**src/rtl/instr_feeder.sv**
```systemverilog
// Program RAM sequencer that feeds simple_processor one instruction (plus mvi immediate) per done handshake.
// Optional watchdog on the done wait is compiled in with `define FEEDER_WDOG_EN.
module instr_feeder #(
    parameter int DATA_W  = 8,
    parameter int ADDR_W  = 4,
    parameter int TIMEOUT = 15
) (
    input  logic              clk,
    input  logic              rst_n,
    input  logic              ld_en,
    input  logic [ADDR_W-1:0] ld_addr,
    input  logic [DATA_W-1:0] ld_data,
    input  logic [ADDR_W:0]   prog_len,
    input  logic              start,
    input  logic              done,
    output logic [DATA_W-1:0] din,
    output logic              run,
    output logic [ADDR_W-1:0] pc,
    output logic              busy,
    output logic              halted,
    output logic              err
);

    localparam int DEPTH = 1 << ADDR_W;

    typedef enum logic [2:0] {IDLE, ISSUE, IMM, WAIT, HALT} state_t;

    state_t            state, state_nx;
    logic [DATA_W-1:0] mem [DEPTH];
    logic [DATA_W-1:0] din_nx;
    logic              run_nx;
    logic              busy_nx;
    logic              halted_nx;
    logic              mvi_q, mvi_nx;
    logic [ADDR_W:0]   len_q, len_nx;
    // Instruction count; pc is its low bits so long programs wrap the address
    logic [ADDR_W:0]   cnt_q, cnt_nx;
    logic [ADDR_W+1:0] step_sum;
    logic              load_ok;

`ifdef FEEDER_WDOG_EN
    localparam int WD_W = $clog2(TIMEOUT + 1);
    logic [WD_W-1:0] wd_q, wd_nx;
    logic            err_q, err_nx;
`endif

    function automatic logic is_mvi(input logic [DATA_W-1:0] word);
        return word[DATA_W-1 -: 2] == 2'b01;
    endfunction

    assign load_ok  = (state == IDLE) || (state == HALT);
    assign step_sum = {1'b0, cnt_q} + (mvi_q ? (ADDR_W+2)'(2) : (ADDR_W+2)'(1));
    assign pc       = cnt_q[ADDR_W-1:0];

    always_ff @(posedge clk) begin
        if (ld_en && load_ok)
            mem[ld_addr] <= ld_data;
    end

    always_comb begin
        state_nx = state;
        din_nx   = din;
        run_nx   = 1'b0;
        mvi_nx   = mvi_q;
        len_nx   = len_q;
        cnt_nx   = cnt_q;
`ifdef FEEDER_WDOG_EN
        wd_nx    = wd_q;
        err_nx   = err_q;
`endif
        case (state)
            IDLE, HALT: begin
                if (start) begin
                    len_nx = prog_len;
                    cnt_nx = '0;
`ifdef FEEDER_WDOG_EN
                    err_nx = 1'b0;
`endif
                    if (prog_len == '0) begin
                        state_nx = HALT;
                    end else begin
                        state_nx = ISSUE;
                        din_nx   = mem[0];
                        run_nx   = 1'b1;
                        mvi_nx   = is_mvi(mem[0]);
                    end
                end
            end
            ISSUE: begin
`ifdef FEEDER_WDOG_EN
                wd_nx = '0;
`endif
                if (mvi_q) begin
                    state_nx = IMM;
                    din_nx   = mem[ADDR_W'(cnt_q[ADDR_W-1:0] + 1'b1)];
                end else begin
                    state_nx = WAIT;
                end
            end
            IMM: begin
`ifdef FEEDER_WDOG_EN
                wd_nx = '0;
`endif
                state_nx = WAIT;
            end
            WAIT: begin
                if (done) begin
                    cnt_nx = step_sum[ADDR_W:0];
                    if (step_sum >= {1'b0, len_q}) begin
                        state_nx = HALT;
                    end else begin
                        state_nx = ISSUE;
                        din_nx   = mem[step_sum[ADDR_W-1:0]];
                        run_nx   = 1'b1;
                        mvi_nx   = is_mvi(mem[step_sum[ADDR_W-1:0]]);
                    end
                end
`ifdef FEEDER_WDOG_EN
                else if (wd_q == WD_W'(TIMEOUT - 1)) begin
                    err_nx   = 1'b1;
                    state_nx = HALT;
                end else begin
                    wd_nx = wd_q + 1'b1;
                end
`endif
            end
            default: state_nx = IDLE;
        endcase
        busy_nx   = (state_nx == ISSUE) || (state_nx == IMM) || (state_nx == WAIT);
        halted_nx = (state_nx == HALT);
    end

    always_ff @(posedge clk or negedge rst_n) begin
        if (!rst_n) begin
            state  <= IDLE;
            din    <= '0;
            run    <= 1'b0;
            busy   <= 1'b0;
            halted <= 1'b0;
            mvi_q  <= 1'b0;
            len_q  <= '0;
            cnt_q  <= '0;
`ifdef FEEDER_WDOG_EN
            wd_q   <= '0;
            err_q  <= 1'b0;
`endif
        end else begin
            state  <= state_nx;
            din    <= din_nx;
            run    <= run_nx;
            busy   <= busy_nx;
            halted <= halted_nx;
            mvi_q  <= mvi_nx;
            len_q  <= len_nx;
            cnt_q  <= cnt_nx;
`ifdef FEEDER_WDOG_EN
            wd_q   <= wd_nx;
            err_q  <= err_nx;
`endif
        end
    end

`ifdef FEEDER_WDOG_EN
    assign err = err_q;
`else
    assign err = 1'b0;
`endif

endmodule

```
**config.mk**
```make
export PLATFORM = sky130hd
export DESIGN_NAME = instr_feeder
export DESIGN_NICKNAME = d
export VERILOG_FILES = /design/src/rtl/instr_feeder.sv
export SDC_FILE = /design/constraint.sdc
export NUM_CORES = 1
export LEC_CHECK = 0
export ABC_AREA = 1
export CORE_MARGIN = 2
export CORE_UTILIZATION = 34
export DETAILED_ROUTE_END_ITERATION = 12
export GPL_TIMING_DRIVEN = 0
export SLEW_MARGIN = 5
export SYNTH_ARGS = -nofsm -noshare
export SYNTH_HDL_FRONTEND = slang
export SYNTH_SLANG_ARGS = --single-unit
```
**constraint.sdc**
```tcl
create_clock -name clk -period 3.9 [get_ports clk]
set_input_delay 1.17 -clock clk [delete_from_list [all_inputs] [get_ports clk]]
set_output_delay 1.17 -clock clk [all_outputs]
set_load 0.02 [all_outputs]
```
# Word level (Yosys, flattened, before mapping)
# Memories as Yosys holds them, arrays and structs flattened.
# Index checks and enable logic that the tools add are counted.
classes:
  add_sub_neg: 2
  n_mul: 0
  n_div: 0
  order_cmp: 1
  eq_ne: 15
  shifts: 0
  muxes: 28
  bitwise_logic: 0
  reduce_logical: 13
ops:
  columns: ["op", "count"]
  rows:
  - ["two-way mux 8 bit", 5]
  - ["case mux 8 bit (3 select lines)", 1]
  - ["== test 3 x 2 -> 1 bit (second input constant)", 4]
  - ["two-way mux 3 bit", 4]
  - ["case mux 3 bit (4 select lines)", 1]
  - ["two-way mux 1 bit", 11]
  - ["two-way mux 5 bit", 2]
  - ["inequality test 2 bit (second input constant)", 5]
  - ["case mux 5 bit (2 select lines)", 1]
  - ["adder 5 x 2 -> 6 bit", 1]
  - ["== test 3 x 1 -> 1 bit (second input constant)", 2]
  - ["== test 3 bit (second input constant)", 2]
  - ["greater-or-equal comparator 6 x 5 -> 1 bit", 1]
  - ["AND reduction 6 bit", 1]
  - ["zero test 5 bit", 1]
  - ["AND reduction 5 bit", 1]
  - ["adder 4 x 1 -> 4 bit (second input constant)", 1]
  - ["== test 2 x 1 -> 1 bit (second input constant)", 2]
  - ["case mux 1 bit (2 select lines)", 2]
  - ["zero test 3 bit", 1]
  - ["logical OR 1 bit", 3]
  - ["AND reduction 3 bit", 1]
  - ["nonzero test 3 bit", 1]
  - ["two-way mux 2 bit", 1]
  - ["4 further kinds", 4]
totals:
  ff_bits: 25
  latch_bits: 0
  ramBits: 128
  romBits: 0
  inputBits: 22
  output_inout_bits: 16
  wordCells: 68
  mem_count: 1
memory_table:
  columns: ["memory", "words", "word_bits", "rd", "rd_clocked_by_memory_dff", "wr", "line", "source"]
  rows:
  - ["mem", 16, 8, 3, 0, 1, "29", "logic [DATA_W-1:0] mem [DEPTH];"]

# Depth between registers and ports, before layout
# Gate-level depths: netlist (run 1).
logic_depth:
  depth_word: 9
  ltp_mapped: 21
  depth_no_buf: 19

# Worst setup path after synthesis (run 1)
# Ideal clock, no wire load.
synth_path:
  path_kind: "reg-to-reg"
  from: "reg mvi_q"
  to: "reg din[2]"
  setup_time_ns: 0.119
  t_arrival_ns: 2.821
  required_ns: 3.781
  path_slack_ns: 0.960
  path_stages_with_launch: 20
  path_buffers: 3
  period_less_slack_ns: 2.940
  path_cell_list: "dfrtp_1 > inv_1 > ha_1 > inv_1 > fa_1 > clkbuf_1 > inv_1 > buf_1 > ha_1 > nand2_1 > nand2_1 > nand2_1 > nand2_1 > nand2_1 > nand2_2 > nand2_1 > buf_2 > nand3_1 > nor2_1 > nor2_1"
synth_via:
  elab_chain_len: 6
  word_cells_on_any_way: 10
  classes_between: "add/sub (1); order compare (1); eq/ne (2); mux (4); reduce/logical (1); memory (1)"
synth_rtl:
  columns: ["item", "line", "source"]
  rows:
  - ["start, declared", "34", "logic mvi_q, mvi_nx;"]
  - ["start signal, assigned", "153", "mvi_q <= mvi_nx;"]
  - ["two-way mux 2 bit", "52", "assign step_sum = {1'b0, cnt_q} + (mvi_q ? (ADDR_W+2)'(2) : (ADDR_W+2)'(1));"]
  - ["adder 5 x 2 -> 6 bit", "52", null]
  - ["memory read (16 x 8 bit)", null, null]
  - ["two-way mux 8 bit", "109", "if (step_sum >= {1'b0, len_q}) begin"]
  - ["two-way mux 8 bit", "107", "if (done) begin"]
  - ["case mux 8 bit (3 select lines)", "71", "case (state)"]
  - ["end signal, assigned", "149", "din <= din_nx;"]
  - ["end, declared", "16", "output logic [DATA_W-1:0] din,"]
# Parallel ways exist; a longest one is shown, timed or not. The select of a mux whose other input is x is not followed.
# A chain may end at the register's enable or synchronous reset.

# Final worst setup path (run 1)
layout_path:
  from: "reg cnt_q[0]"
  to: "reg din[4]"
layout_via:
  elab_chain_len: 5
  word_cells_on_any_way: 10
  classes_between: "add/sub (2); order compare (1); eq/ne (1); mux (4); reduce/logical (1); memory (1)"
layout_rtl:
  columns: ["item", "line", "source"]
  rows:
  - ["start, declared", "37", "logic [ADDR_W:0] cnt_q, cnt_nx;"]
  - ["start signal, assigned", "155", "cnt_q <= cnt_nx;"]
  - ["adder 5 x 2 -> 6 bit", "52", null]
  - ["memory read (16 x 8 bit)", null, null]
  - ["two-way mux 8 bit", "109", null]
  - ["two-way mux 8 bit", "107", null]
  - ["case mux 8 bit (3 select lines)", "71", null]
# Parallel ways exist; a longest one is shown, timed or not. The select of a mux whose other input is x is not followed.

==> metrics.csv, run 1 <==
stage,metric,value,unit
power,power.ir.vdd_worst,0.281,mV
die,fp.coreArea,0.0242,mm^2
routing,drt-total-wl,26900,um
die,die_height,161,um
hold_path,launch_instance_of_the_worst_min_delay_path,din[5]$_DFFE_PN0P_,
grt,grt_overflow_total,0,
cts,max-clock-path-buffers,2,
worst_setup_path,cp.arrival,4.00,ns
logic_synthesis,asyncSetResetFlopFracSynth,16.3,%
finish,drive_gt1_share,6.58,%
routing,detailedRoute.firstPassIterationCount,9,
finish,antennaDiodeCount,0,
timing,timing_worst_slew_pin_value,1.13,ns
logic_synthesis,syn_nets,1075,
timing,timing.max_slew.rel_slack,24.6,%
routing,via_per_inst,5.09,
placement,gpl.final_weighted_congestion,0.949,
cts,holdBufCountCts,0,
cts,cts.htree.levels,4,
timing,final.min_clock_period,3.68,ns
logic_synthesis,postSynthAreaPerCell,8.03,um^2
timing,fmax,0.272,GHz
routing,ant_nets,0,
logic_synthesis,synthCells,1044,
routing,detail_route.wl_per_cell,18.7,um
cts,clock_tree_from_tritoncts,built,
run,max_cap_violations,0,
logic_synthesis,netlist_area,0.00838,mm^2
timing,timing.clock.skew,0.00883,ns
placement,placement.cell_area,0.00915,mm^2
worst_setup_path,critical_path_peak_fanout,15,
logic_synthesis,seq_area_frac_synth,53.3,%
routing,vias,7299,
cts,cts_resized,0,
power,total_leakage_power,4.32,nW
hold_path,min_to,din[5]$_DFFE_PN0P_,
grt,first_pass_grt_wire_length,40200,um
hold_path,worstHoldPathType,register to register,
die,placementRows,57,
cts,post-cts-setup-buffers,0,
worst_setup_path,startpoint_of_the_worst_register_to_register_path,cnt_q[0]$_DFFE_PN0P_,
power,post_route_total_power,0.00799,W
timing,setup_viol_count_final,0,
routing,route.detailed.drc,0,
timing,final-hold-violation-count,0,
placement,dp_cell_count,1404,
grt,grt_resource_usage_total,21.1,%
worst_setup_path,regToRegEndpoint,din[4]$_DFFE_PN0P_,
placement,port-buffer-count,36,
finish,post-route-util,40.0,%
logic_synthesis,ys_seq_elements,153,
finish,final_design_area_no_fill,0.00970,mm^2
worst_setup_path,end_kind,register,
finish,final-instance-count-excl-fill,1434,
logic_synthesis,synth-warning-count,0,
placement,detailedPlacementHpwl,18900,um
worst_setup_path,cell_depth_of_the_worst_flop_to_flop_path,13,
die,io-pin-count,38,
timing,final_min_period_over_clock_period,94.3,%
routing,first_iter_violations,976,
worst_setup_path,critical_path_class,register to register,
logic_synthesis,ys_types,32,
worst_setup_path,worst-r2r-setup-slack,0.22,ns
grt,grt_pass1_vias,6645,
grt,grt_max_degree,26,
cts,cts_inserted_buffers,17,
hold_path,timing.hold.worst_path_depth,2,
grt,grt_antenna_before_repair,0,
timing,unrepaired_setup_endpoints_after_global_routing,no,
finish,areaGrowthSynthToFinish,15.8,%
timing,count_of_final_max_slew_check_failures,0,
die,initial_utilization,34.6,%
die,die_w,161,um
cts,clk_root_buffer_cell,sky130_fd_sc_hd__clkbuf_16,
worst_setup_path,timing.critical_path.from_type,register,
worst_setup_path,cp.required,4.22,ns
cts,clk_latency,0.43,ns
die,fp.dieArea,0.0259,mm^2
logic_synthesis,synth_enable_flop_cells,128,
logic_synthesis,synth_ff_type,sky130_fd_sc_hd__edfxtp_1,
outcome,run_status,"complete, no violations",
timing,setup_total_negative_slack,0,ns
cts,clk_transition_reported_paths,0.06,ns
power,power_per_cell_area,824,mW/mm^2
finish,final_net_count,1129,
cts,clock_sink_count,153,
finish,filler_cell_count,2426,
-- power breakdown --
part           internal [W]  switching (W)
Combinational       0.00132        0.00309
Clock              0.000931       0.000665
Sequential          0.00191      0.0000775
Total               0.00416        0.00383
-- worst max-delay path, stage by stage (launching register included) --
cell and delay (ns):
sky130_fd_sc_hd__dfrtp_1 0.54, sky130_fd_sc_hd__ha_1 0.23, sky130_fd_sc_hd__inv_1 0.05, sky130_fd_sc_hd__fa_1 0.44, sky130_fd_sc_hd__clkbuf_1 0.23, sky130_fd_sc_hd__inv_1 0.55
sky130_fd_sc_hd__buf_1 0.66, sky130_fd_sc_hd__nand3_1 0.16, sky130_fd_sc_hd__nand3_1 0.16, sky130_fd_sc_hd__nand3_1 0.14, sky130_fd_sc_hd__nand3_1 0.12, sky130_fd_sc_hd__nand2_1 0.10
sky130_fd_sc_hd__nor2_1 0.13, sky130_fd_sc_hd__nor2_1 0.05
-- registers in the layout, summed over array words and instances (netlist names) --
register  count
len_q         5
state         3
cnt_q         5
run           1
mvi_q         1
mem         128
din           8
busy          1
halted        1
-- Yosys cell counts, types with 2 or more instances --
cell type | instances | area (um^2)
sky130_fd_sc_hd__buf_1 | 8 | 30.0
sky130_fd_sc_hd__nor2_1 | 37 | 139
sky130_fd_sc_hd__buf_6 | 2 | 22.5
sky130_fd_sc_hd__nand2_2 | 2 | 12.5
sky130_fd_sc_hd__o22ai_1 | 5 | 31.3
sky130_fd_sc_hd__nor2_2 | 2 | 12.5
sky130_fd_sc_hd__a21oi_1 | 11 | 55.1
sky130_fd_sc_hd__buf_4 | 8 | 60.1
sky130_fd_sc_hd__ha_1 | 8 | 100
sky130_fd_sc_hd__dfrtp_1 | 25 | 626
sky130_fd_sc_hd__nor3_1 | 2 | 10.0
sky130_fd_sc_hd__o21ai_0 | 10 | 50.1
sky130_fd_sc_hd__nand3_1 | 217 | 1090
sky130_fd_sc_hd__buf_2 | 22 | 110
sky130_fd_sc_hd__xor2_1 | 3 | 26.3
sky130_fd_sc_hd__nand2_1 | 394 | 1480
sky130_fd_sc_hd__inv_1 | 130 | 488
sky130_fd_sc_hd__clkbuf_1 | 17 | 63.8
sky130_fd_sc_hd__edfxtp_1 | 128 | 3840
-- area by class of cell --
cell class	instances	area, um^2	share of cell area [%]
plain buffers	56	283	2.91
well taps	324	405	4.18
clock buffers	18	429	4.42
inverters	131	492	5.07
repair buffers	36	360	3.71
flip-flops and latches	153	4470	46.1
multi-input cells	703	3130	32.3
clock inverters	13	130	1.34
-- logic make-up after synthesis --
group,synth area share (%)
adder cells (fa/ha/maj),1.43
AO/OA/AOI/OAI,2.07
other,0.0447
buffers and inverters,9.29
multiplexers,0.134
AND/OR/NAND/NOR,33.2
XOR/XNOR,0.508
flip-flops,53.3
-- how the worst max path moves through the flow --
stage | depth (start not counted) | from | to | slack (ns)
2_1_floorplan | 19 | mvi_q$_DFFE_PN0P_ | din[2]$_DFFE_PN0P_ | 0.96
6_report | 13 | cnt_q[0]$_DFFE_PN0P_ | din[4]$_DFFE_PN0P_ | 0.22
5_1_grt | 17 | cnt_q[0]$_DFFE_PN0P_ | din[3]$_DFFE_PN0P_ | 0.02
4_1_cts | 18 | cnt_q[0]$_DFFE_PN0P_ | din[2]$_DFFE_PN0P_ | 0.16
3_3_place_gp | 18 | cnt_q[0]$_DFFE_PN0P_ | din[2]$_DFFE_PN0P_ | 0.18
3_5_place_dp | 18 | cnt_q[0]$_DFFE_PN0P_ | din[2]$_DFFE_PN0P_ | 0.19
-- per-layer routing --
layer,share of wire (%),vias to the layer above,GRT usage [%]
met5,0,-,0
met4,3.6,0,8.93
met3,9.5,51,4.06
met2,44,411,31.6
met1,43,3369,29.9
li1,-,3468,-
-- layout by cell type, fill, tap and decap left out, types with 2 or more instances in the layout --
master / count
sky130_fd_sc_hd__ha_1: 8
sky130_fd_sc_hd__clkdlybuf4s50_1: 36
sky130_fd_sc_hd__o22ai_1: 5
sky130_fd_sc_hd__nand3_1: 217
sky130_fd_sc_hd__nand2_1: 394
sky130_fd_sc_hd__xor2_1: 3
sky130_fd_sc_hd__clkinv_2: 4
sky130_fd_sc_hd__buf_1: 7
sky130_fd_sc_hd__a21oi_1: 11
sky130_fd_sc_hd__dfrtp_1: 25
sky130_fd_sc_hd__clkinvlp_4: 5
sky130_fd_sc_hd__buf_4: 8
sky130_fd_sc_hd__nand2_2: 2
sky130_fd_sc_hd__nor2_1: 37
sky130_fd_sc_hd__clkbuf_16: 17
sky130_fd_sc_hd__nor2_2: 2
sky130_fd_sc_hd__inv_1: 130
sky130_fd_sc_hd__edfxtp_1: 128
sky130_fd_sc_hd__clkbuf_1: 18
sky130_fd_sc_hd__buf_6: 2
sky130_fd_sc_hd__bufinv_16: 2
sky130_fd_sc_hd__buf_2: 22
sky130_fd_sc_hd__o21ai_0: 10
sky130_fd_sc_hd__nor3_1: 2
-- per-stage QoR --
| step | hold WS (ns) | worst slack (ns) |
|---|---|---|
| after floorplan | 0.487 | 0.960 |
| after global placement | 0.490 | 0.175 |
| after detailed placement | 0.503 | 0.189 |
| after CTS | 0.519 | 0.160 |
| after global routing | 0.544 | 0.0223 |
| final | 0.510 | 0.221 |
(Power assumes the default switching activity.)
==> run 2, diff against run 1 <==
--- a/config.mk
+++ b/config.mk
@@ -7,5 +7,4 @@
 export LEC_CHECK = 0
 export ABC_AREA = 1
-export CORE_MARGIN = 2
 export CORE_UTILIZATION = 34
 export DETAILED_ROUTE_END_ITERATION = 12
==> constraint.sdc (replaced) <==
create_clock -name clk -period 3.9 [get_ports clk]
set_input_delay 0.78 -clock clk [delete_from_list [all_inputs] [get_ports clk]]
set_output_delay 0.78 -clock clk [all_outputs]
set_load 0.02 [all_outputs]
==> metrics.csv, run 2 (synthesis gave the netlist of run 1 again) <==
stage,metric,value,unit,change
worst_setup_path,cp.arrival,3.94,ns,-0.06 ns
power,post_route_total_power,0.00808,W,+1.0%
timing,setup_ws,0.282,ns,+0.0611 ns
power,p_seq_share,24.5,%,-0.3 points
cts,clock_sink_count,153,,unchanged
finish,mostFrequentLayoutCell,sky130_fd_sc_hd__nand2_1,,
hold_path,worstHoldPathType,input port to async pin,,
placement,detailedPlacementHpwl,19300,um,+2.0%
grt,grt_max_degree,26,,unchanged
grt,first_pass_grt_wire_length,41500,um,+3.1%
timing,final-hold-violation-count,0,,unchanged
cts,clk_transition_reported_paths,0.06,ns,about the same
power,p_switching,0.00384,W,+0.18%
cts,cts.htree.levels,4,,unchanged
power,total_leakage_power,4.35,nW,+0.74%
worst_setup_path,timing.critical_path.from_type,register,,
timing,fmax,0.276,GHz,+1.7%
cts,cts_resized,0,,unchanged
worst_setup_path,crit_path_top_delay_cell,sky130_fd_sc_hd__buf_1,,
timing,setup_viol_count_final,0,,unchanged
routing,detailedRoute.firstPassIterationCount,8,,-1
finish,drive_gt1_share,6.85,%,+0.27 points
die,die_w,159,um,-1.2%
routing,detail_route.wl_per_cell,19.1,um,+2.1%
finish,final_net_count,1128,,-0.089%
power,sw_share,47.5,%,-0.41 points
finish,areaGrowthSynthToFinish,16.2,%,
cts,post-cts-setup-buffers,0,,unchanged
grt,grt_pass1_vias,6877,,+3.5%
die,die_height,159,um,-1.2%
run,max_cap_violations,0,,unchanged
cts,holdBufCountCts,0,,unchanged
finish,reg_top3,"mem x128, din x8",,
placement,port-buffer-count,36,,unchanged
die,fp.coreArea,0.0242,mm^2,unchanged
worst_setup_path,crit_top_cell,sky130_fd_sc_hd__nand3_1,,
routing,drt-total-wl,27400,um,+2.1%
die,placementRows,57,,unchanged
timing,count_of_final_max_slew_check_failures,0,,unchanged
power,combPwrFrac,54.3,%,-0.9 points
cts,clk_root_buffer_cell,sky130_fd_sc_hd__clkbuf_16,,
timing,final.min_clock_period,3.62,ns,-0.0611 ns
outcome,run_status,"complete, no violations",,
finish,antennaDiodeCount,0,,unchanged
power,cellInternalPower,0.00424,W,+1.8%
finish,post-route-util,40.2,%,+0.14 points
placement,gpl.final_weighted_congestion,0.948,,-0.18%
routing,first_iter_violations,797,,-18%
timing,final_min_period_over_clock_period,92.8,%,-1.6 points
timing,timing_worst_slew_pin_value,1.15,ns,+0.0184 ns
timing,timing.max_slew.rel_slack,23.4,%,-1.3 points
power,power_per_cell_area,829,mW/mm^2,+0.67%
placement,post_place_worst_slack,0.167,ns,-0.0220 ns
routing,via_per_inst,5.07,,-0.47%
worst_setup_path,maximum_cell_stage_delay_along_the_critical_path,0.68,ns,+0.02 ns
worst_setup_path,critical_path_peak_fanout,15,,unchanged
grt,grt_antenna_before_repair,0,,unchanged
cts,clk_latency,0.43,ns,about the same
routing,ant_nets,0,,unchanged
timing,timing.clock.skew,0.00612,ns,-0.00271 ns
worst_setup_path,crit_path_cell_trace,ha_1 -> inv_1 -> fa_1 -> inv_1 -> buf_1 -> nand3_1 -> nand3_1 -> nand3_1 -> nand3_1 -> nand2_1 -> nor2_1 -> nor2_1,,
finish,largest_register_ffs,128,,unchanged
finish,regMostFlops,mem,,
cts,max-clock-path-buffers,2,,unchanged
worst_setup_path,end_kind,register,,
die,initial_utilization,34.6,%,unchanged
power,power.ir.vdd_worst,0.381,mV,+36%
finish,layout.cells.most_common_list,"394 x sky130_fd_sc_hd__nand2_1, 217 x sky130_fd_sc_hd__nand3_1, 130 x sky130_fd_sc_hd__inv_1",,
cts,clock_tree_from_tritoncts,built,,
power,clock_power_share,21.2,%,+1.2 points
grt,grt_resource_usage_total,22.2,%,+1.2 points
die,io-pin-count,38,,unchanged
cts,cts_inserted_buffers,17,,unchanged
grt,grt_overflow_total,0,,unchanged
timing,unrepaired_setup_endpoints_after_global_routing,no,,
timing,setup_total_negative_slack,0,ns,unchanged
worst_setup_path,cp.required,4.22,ns,about the same
die,fp.dieArea,0.0253,mm^2,-2.5%
routing,route.detailed.drc,0,,unchanged
routing,vias,7265,,-0.47%
worst_setup_path,critical_path_class,register to register,,
[run 2: final timing paths]
kind / from / to / slack, ns / cells after the start
max: cnt_q[0]$_DFFE_PN0P_ / din[0]$_DFFE_PN0P_ / 0.28 / 12
min: rst_n / len_q[1]$_DFFE_PN0P_ / 0.34 / 1
max reg2reg: cnt_q[0]$_DFFE_PN0P_ / din[0]$_DFFE_PN0P_ / 0.28 / 12
min reg2reg: din[4]$_DFFE_PN0P_ / din[4]$_DFFE_PN0P_ / 0.51 / 2
max in group asynchronous: rst_n / din[7]$_DFFE_PN0P_ / 3.19 / 1
min in group clk: din[4]$_DFFE_PN0P_ / din[4]$_DFFE_PN0P_ / 0.51 / 2
[run 2: power groups by stage]
| stage | clock (W) | sequential, W | combinational (W) |
|---|---|---|---|
| 6_report | 0.00171 | 0.00198 | 0.00438 |
| 4_1_cts | 0.00172 | 0.00198 | 0.00429 |
| 3_3_place_gp | 0 | 0.00202 | 0.00424 |
| 5_1_grt | 0.00179 | 0.00200 | 0.00478 |
| 2_1_floorplan | 0 | 0.00206 | 0.00275 |
| 3_5_place_dp | 0 | 0.00202 | 0.00427 |
[run 2: worst max-delay path: cells and delay by family, from the launching register on]
family                     cells  cell delay [ns]
and+or+nand+nor                7             0.85
DFF                            1             0.54
adders and majority gates      2             0.84
buffers and inverters          3             1.26
[run 2: area by class of cell]
| type | count | area (um^2) |
|---|---|---|
| multi-input combinational | 703 | 3130 |
| clock buffer | 17 | 425 |
| inverter | 131 | 492 |
| buffer | 55 | 279 |
| timing repair buffer | 36 | 355 |
| sequential | 153 | 4470 |
| tap | 324 | 405 |
| clock inverter | 15 | 178 |
| fill | 2491 | 14500 |
[run 2: metal layers]
metal	vias up	routed length, um	GRT usage [%]
met4	0	973	9.97
met1	3377	12300	31.8
met2	365	11800	32.9
met5	-	0	0
met3	56	2400	3.88
li1	3467	-	-
[run 2: through the flow]
stage / instance area (um^2) / std cells / hold WS (ns)
2_1_floorplan: 8380 / 1044 / 0.484
3_3_place_gp: 9150 / 1404 / 0.494
3_5_place_dp: 9150 / 1404 / 0.500
4_1_cts: 9750 / 1436 / 0.516
5_1_grt: 9740 / 1434 / 0.386
6_report: 9740 / 1434 / 0.340
